$ cat src/rtl/prog_div_pkg.sv
// prog_div_pkg: shared constants and helpers for the programmable clock divider.
package prog_div_pkg;
    localparam int DIV_CNT_W_MAX = 16;
    localparam int DIV_MIN_NUM   = 2;

    function automatic int chw(input int ch);
        return (ch > 1) ? $clog2(ch) : 1;
    endfunction
endpackage

$ cat src/rtl/prog_div_chan.sv
// prog_div_chan: one divider channel with active/shadow ratio+duty and boundary-aligned apply.
module prog_div_chan
    import prog_div_pkg::*;
#(
    parameter int CNT_W    = 8,
    parameter int DEF_NUM  = 4,
    parameter int DEF_DUTY = 2
) (
    input  logic             clk_sig,
    input  logic             reset_sig,
    input  logic             en_sig,
    input  logic             load_sig,
    input  logic [CNT_W-1:0] ld_num_sig,
    input  logic [CNT_W-1:0] ld_duty_sig,
    output logic             pend_sig,
    output logic             div_sig,
    output logic             tick_sig
);
    logic [CNT_W-1:0] cnt_q, cnt_d, num_q, num_d, duty_q, duty_d, sh_num_q, sh_num_d, sh_duty_q, sh_duty_d;
    logic             pend_q, pend_d, div_q, div_d, tick_q, tick_d, wrap, apply;

    // A pending setting waits for the wrap edge so the new period starts at cnt 0.
    always_comb begin
        wrap      = cnt_q == num_q - CNT_W'(1);
        apply     = pend_q & (!en_sig | wrap);
        cnt_d     = (en_sig & !wrap) ? cnt_q + CNT_W'(1) : '0;
        div_d     = en_sig & (cnt_q < duty_q);
        tick_d    = en_sig & (cnt_q == '0);
        num_d     = apply ? sh_num_q : num_q;
        duty_d    = apply ? sh_duty_q : duty_q;
        pend_d    = load_sig | (pend_q & !apply);
        sh_num_d  = load_sig ? ld_num_sig : sh_num_q;
        sh_duty_d = load_sig ? ld_duty_sig : sh_duty_q;
    end

    always_ff @(posedge clk_sig) begin
        if (!reset_sig) begin
            cnt_q     <= '0;
            num_q     <= CNT_W'(DEF_NUM);
            duty_q    <= CNT_W'(DEF_DUTY);
            sh_num_q  <= CNT_W'(DEF_NUM);
            sh_duty_q <= CNT_W'(DEF_DUTY);
            pend_q    <= 1'b0;
            div_q     <= 1'b0;
            tick_q    <= 1'b0;
        end else begin
            cnt_q     <= cnt_d;
            num_q     <= num_d;
            duty_q    <= duty_d;
            sh_num_q  <= sh_num_d;
            sh_duty_q <= sh_duty_d;
            pend_q    <= pend_d;
            div_q     <= div_d;
            tick_q    <= tick_d;
        end
    end

    assign pend_sig = pend_q;
    assign div_sig  = div_q;
    assign tick_sig = tick_q;
endmodule

$ cat src/rtl/prog_div.sv
// prog_div: CH-channel runtime-programmable clock divider with a valid/ready config port.
module prog_div
    import prog_div_pkg::*;
#(
    parameter  int CH       = 2,
    parameter  int CNT_W    = 8,
    parameter  int DEF_NUM  = 4,
    parameter  int DEF_DUTY = 2,
    localparam int CHW      = chw(CH)
) (
    input  logic             clk_sig,
    input  logic             reset_sig,
    input  logic [CH-1:0]    en_sig,
    input  logic             cfg_valid_sig,
    output logic             cfg_ready_sig,
    input  logic [CHW-1:0]   cfg_ch_sig,
    input  logic [CNT_W-1:0] cfg_num_sig,
    input  logic [CNT_W-1:0] cfg_duty_sig,
    output logic             cfg_err_sig,
    output logic [CH-1:0]    div_sig,
    output logic [CH-1:0]    tick_sig
);
    localparam int NP = 2 ** CHW;

    logic [CH-1:0] pend;
    logic [NP-1:0] pend_pad;
    logic          fire, legal, err_d, err_q;

    // Out-of-range channels index zero padding, so they always look ready and get rejected.
    always_comb begin
        pend_pad      = NP'(pend);
        cfg_ready_sig = !pend_pad[cfg_ch_sig];
        fire          = cfg_valid_sig & cfg_ready_sig;
        legal         = (int'(cfg_ch_sig) < CH) & (cfg_num_sig >= CNT_W'(DIV_MIN_NUM)) &
                        (cfg_duty_sig <= cfg_num_sig);
        err_d         = fire & !legal;
    end

    always_ff @(posedge clk_sig) begin
        if (!reset_sig) err_q <= 1'b0;
        else            err_q <= err_d;
    end

    assign cfg_err_sig = err_q;

    for (genvar i = 0; i < CH; i++) begin : g_ch
        prog_div_chan #(
            .CNT_W   (CNT_W),
            .DEF_NUM (DEF_NUM),
            .DEF_DUTY(DEF_DUTY)
        ) u_chan (
            .clk_sig    (clk_sig),
            .reset_sig  (reset_sig),
            .en_sig     (en_sig[i]),
            .load_sig   (fire & legal & (cfg_ch_sig == CHW'(i))),
            .ld_num_sig (cfg_num_sig),
            .ld_duty_sig(cfg_duty_sig),
            .pend_sig   (pend[i]),
            .div_sig    (div_sig[i]),
            .tick_sig   (tick_sig[i])
        );
    end
endmodule

$ cat config.mk
export PLATFORM = sky130hd
export DESIGN_NAME = prog_div
export DESIGN_NICKNAME = d
export VERILOG_FILES = /design/src/rtl/prog_div_pkg.sv /design/src/rtl/prog_div_chan.sv /design/src/rtl/prog_div.sv
export SDC_FILE = /design/constraint.sdc
export NUM_CORES = 1
export LEC_CHECK = 0
export CORE_MARGIN = 1
export CORE_UTILIZATION = 50
export CTS_CLUSTER_DIAMETER = 60
export DETAILED_ROUTE_END_ITERATION = 12
export MAX_ROUTING_LAYER = met4
export PLACE_DENSITY = 0.65
export SETUP_SLACK_MARGIN = 0.3
export SYNTH_ARGS = -nofsm -noshare
export SYNTH_HDL_FRONTEND = slang
export SYNTH_SLANG_ARGS = --single-unit
$ cat constraint.sdc
create_clock -name clk_sig -period 4.9 [get_ports clk_sig]
set_input_delay 0.49 -clock clk_sig [delete_from_list [all_inputs] [get_ports clk_sig]]
set_output_delay 0.49 -clock clk_sig [all_outputs]
set_load 0.05 [all_outputs]
==> impl_metrics.toml <==
[floorplan]
die-area_mm2 = 0.00915
fp.coreArea_mm2 = 0.00834
start_util = 0.526
pin_count = 28
die_x_um = 95.7
std_cell_rows = 33
chipHeight_um = 95.7

[clock_network]
cts_sinks = 87
cts-hold-fix-buffers = 0
htree_levels = 3
cts_resized = 0
cts_tree = "built"
cts_root_buf = "clkbuf_8"
cts_buffers = 9
clk_pin_slew_ns = 0.09
post_cts_buffers = 0
clock_latency_ns = 0.35
cts_max_path_buffers = 2

[critical_path]
required_ns = 5.11
worstSetupPathType = "in2reg"
worstPathMaxFanout = 19
crit_arrival_ns = 3.53
end_kind = "flop"
startpoint_type = "primary input"

[status]
status = "finished clean"

[synthesis]
synth.distinct_cells = 53
synth-edff-count = 0
yosysTopAreaCell = "dfxtp_1"
synth_common_cells = "dfxtp_1, nand2_1, nand3_1"
async_flop_share = 0
synth.net_count = 550
syn_area_mm2 = 0.00439
yosys_warnings = 0
yosysMostFrequentCell = "dfxtp_1"
synth_area_per_cell_um2 = 8.78
synth.area.top_cells = "dfxtp_1, ha_1, mux2i_1"
post-synth-top-area-fraction = 0.397
synth_ff_type = "dfxtp_1"
synthCells = 500
synth-seq-area-share = 0.397
synth_seq_cells = 87

[timing]
min_period_over_period = 0.678
relSlewSlack = 0.535
finalWorstSetupSlack_ns = 1.58
worst_pin_slew_ns = 0.698
setup_viol = 0
fin_tns_setup_ns = 0
final-hold-violation-count = 0
maxSlewViolCount = 0
timing.fmax_mhz = 301
layout_min_cycle_time_ns = 3.32
rsz0062_at_grt = "no"
skew_ns = 0.0120

[global_routing]
grt_pass1_wl_um = 15100
grt_max_degree = 41
grt_pass1_vias = 3079
grt_use_total = 0.222
grt_overflow = 0
antenna_found_initial = 0

[routing]
first_pass_iters = 4
wl_met1_um = 4900
wl_per_cell_um = 14.7
wl_met2_um = 3820
met3_wirelength_um = 342
wl_um = 9130
vias = 3375
drtAntennaViolNets = 0
highest_layer = "met4"
drc = 0
first_iter_violations = 171
avgViaCountPerCell = 5.42

[placed_design]
portBuffers = 27
pre_cts_ws_ns = 1.24
place.gp.congestion = 0.936
dp_hpwl_um = 6870
placed_cell_area_mm2 = 0.00467
placed_cells = 607

[min_path]
hold_path.class = "reg2reg"

[job]
maxCapViolations = 0

[finish]
area_delta_synth_final_pct = 11.5
fin_nets = 563
final_cells = 623
diodes = 0
fin_util = 0.587
fin_area_mm2 = 0.00489
layout-drive-gt1-share = 0.0598

[pwr]
p_leak_nw = 2.06
power_density_mw_per_mm2 = 293
max-vdd-ir-drop_uv = 212
[final timing paths]
path | start | endpoint | slack (ns) | cells after the start
setup / recovery | cfg_num_sig[2] | g_ch[1].u_chan.sh_duty_q[1] | 1.58 | 10
hold reg to reg | g_ch[0].u_chan.sh_duty_q[4] | g_ch[0].u_chan.duty_q[4] | 0.46 | 2
setup reg to reg | g_ch[0].u_chan.num_q[0] | g_ch[0].u_chan.duty_q[1] | 2.10 | 8
hold / removal | g_ch[0].u_chan.sh_duty_q[4] | g_ch[0].u_chan.duty_q[4] | 0.46 | 2
[cell families after synthesis]
family,after synthesis,synth area share
buf+inv,70,0.0693
mux,33,0.0753
fa+ha+maj,28,0.0798
flops,87,0.397
simple gates,172,0.187
xor+xnor,31,0.0619
compound gates,79,0.129
[sequential cells by signal, indices dropped and copies added (netlist names), 2 cells and up]
name and cells:
g_ch.u_chan.pend_sig 2, g_ch.u_chan.sh_duty_q 16, g_ch.u_chan.num_q 16, g_ch.u_chan.tick_sig 2, g_ch.u_chan.cnt_q 16, g_ch.u_chan.sh_num_q 16, g_ch.u_chan.duty_q 16, g_ch.u_chan.div_sig 2
[where the power goes]
group          internal, W  switching (W)
Clock             0.000301       0.000251
Combinational    0.0000602      0.0000838
Sequential        0.000727      0.0000121
Total              0.00109       0.000347
[critical path, stage by stage]
cell and delay, ns:
clkdlybuf4s50_1 0.60, inv_1 0.07, ha_1 0.31, a21o_1 0.16, a221o_1 0.34, a221o_1 0.41, a21oi_2 0.59, buf_4 0.31
mux2i_1 0.20, nand2_1 0.06
[layout by cell type, fill, tap and decap left out, types with 4 or more instances in the layout]
cell             synthesis  layout
mux2i_1                 33      33
o21ai_0                 29      29
and3_1                   6       6
a21o_1                   9       9
dfxtp_1                 87      87
nor2_1                  20      20
nor3_1                   7       7
buf_4                    4       5
a21oi_1                  7       6
xnor2_1                 12      12
nand2b_1                 4       4
xor2_1                  19      19
ha_1                    28      28
o211ai_1                 4       4
inv_1                   40      40
clkdlybuf4s50_1          0      26
nand3_1                 50      50
nand2_1                 66      66
clkbuf_8                 0      10
[final cells by class]
class	instances	area [um^2]
Fill cell	761	3450
Multi-Input combinational cell	343	2350
Sequential cell	87	1740
Timing Repair Buffer	32	303
Inverter	40	150
Clock buffer	11	141
Tap cell	105	131
Clock inverter	5	81.3
[metrics by stage]
| step | total power, W | hold slack [ns] |
|---|---|---|
| global route | 0.00149 | 0.481 |
| CTS | 0.00145 | 0.462 |
| finish | 0.00144 | 0.455 |
| global placement | 0.000896 | 0.448 |
| detailed placement | 0.000899 | 0.456 |
| floorplan | 0.000850 | 0.435 |
[metal layers]
metal | vias to the layer above | track usage
met5 | - | -
met4 | 0 | 0.0597
met3 | 6 | 0.0367
met2 | 50 | 0.308
met1 | 1582 | 0.330
li1 | 1737 | -
No activity file was read; power rests on OpenSTA's default activity.
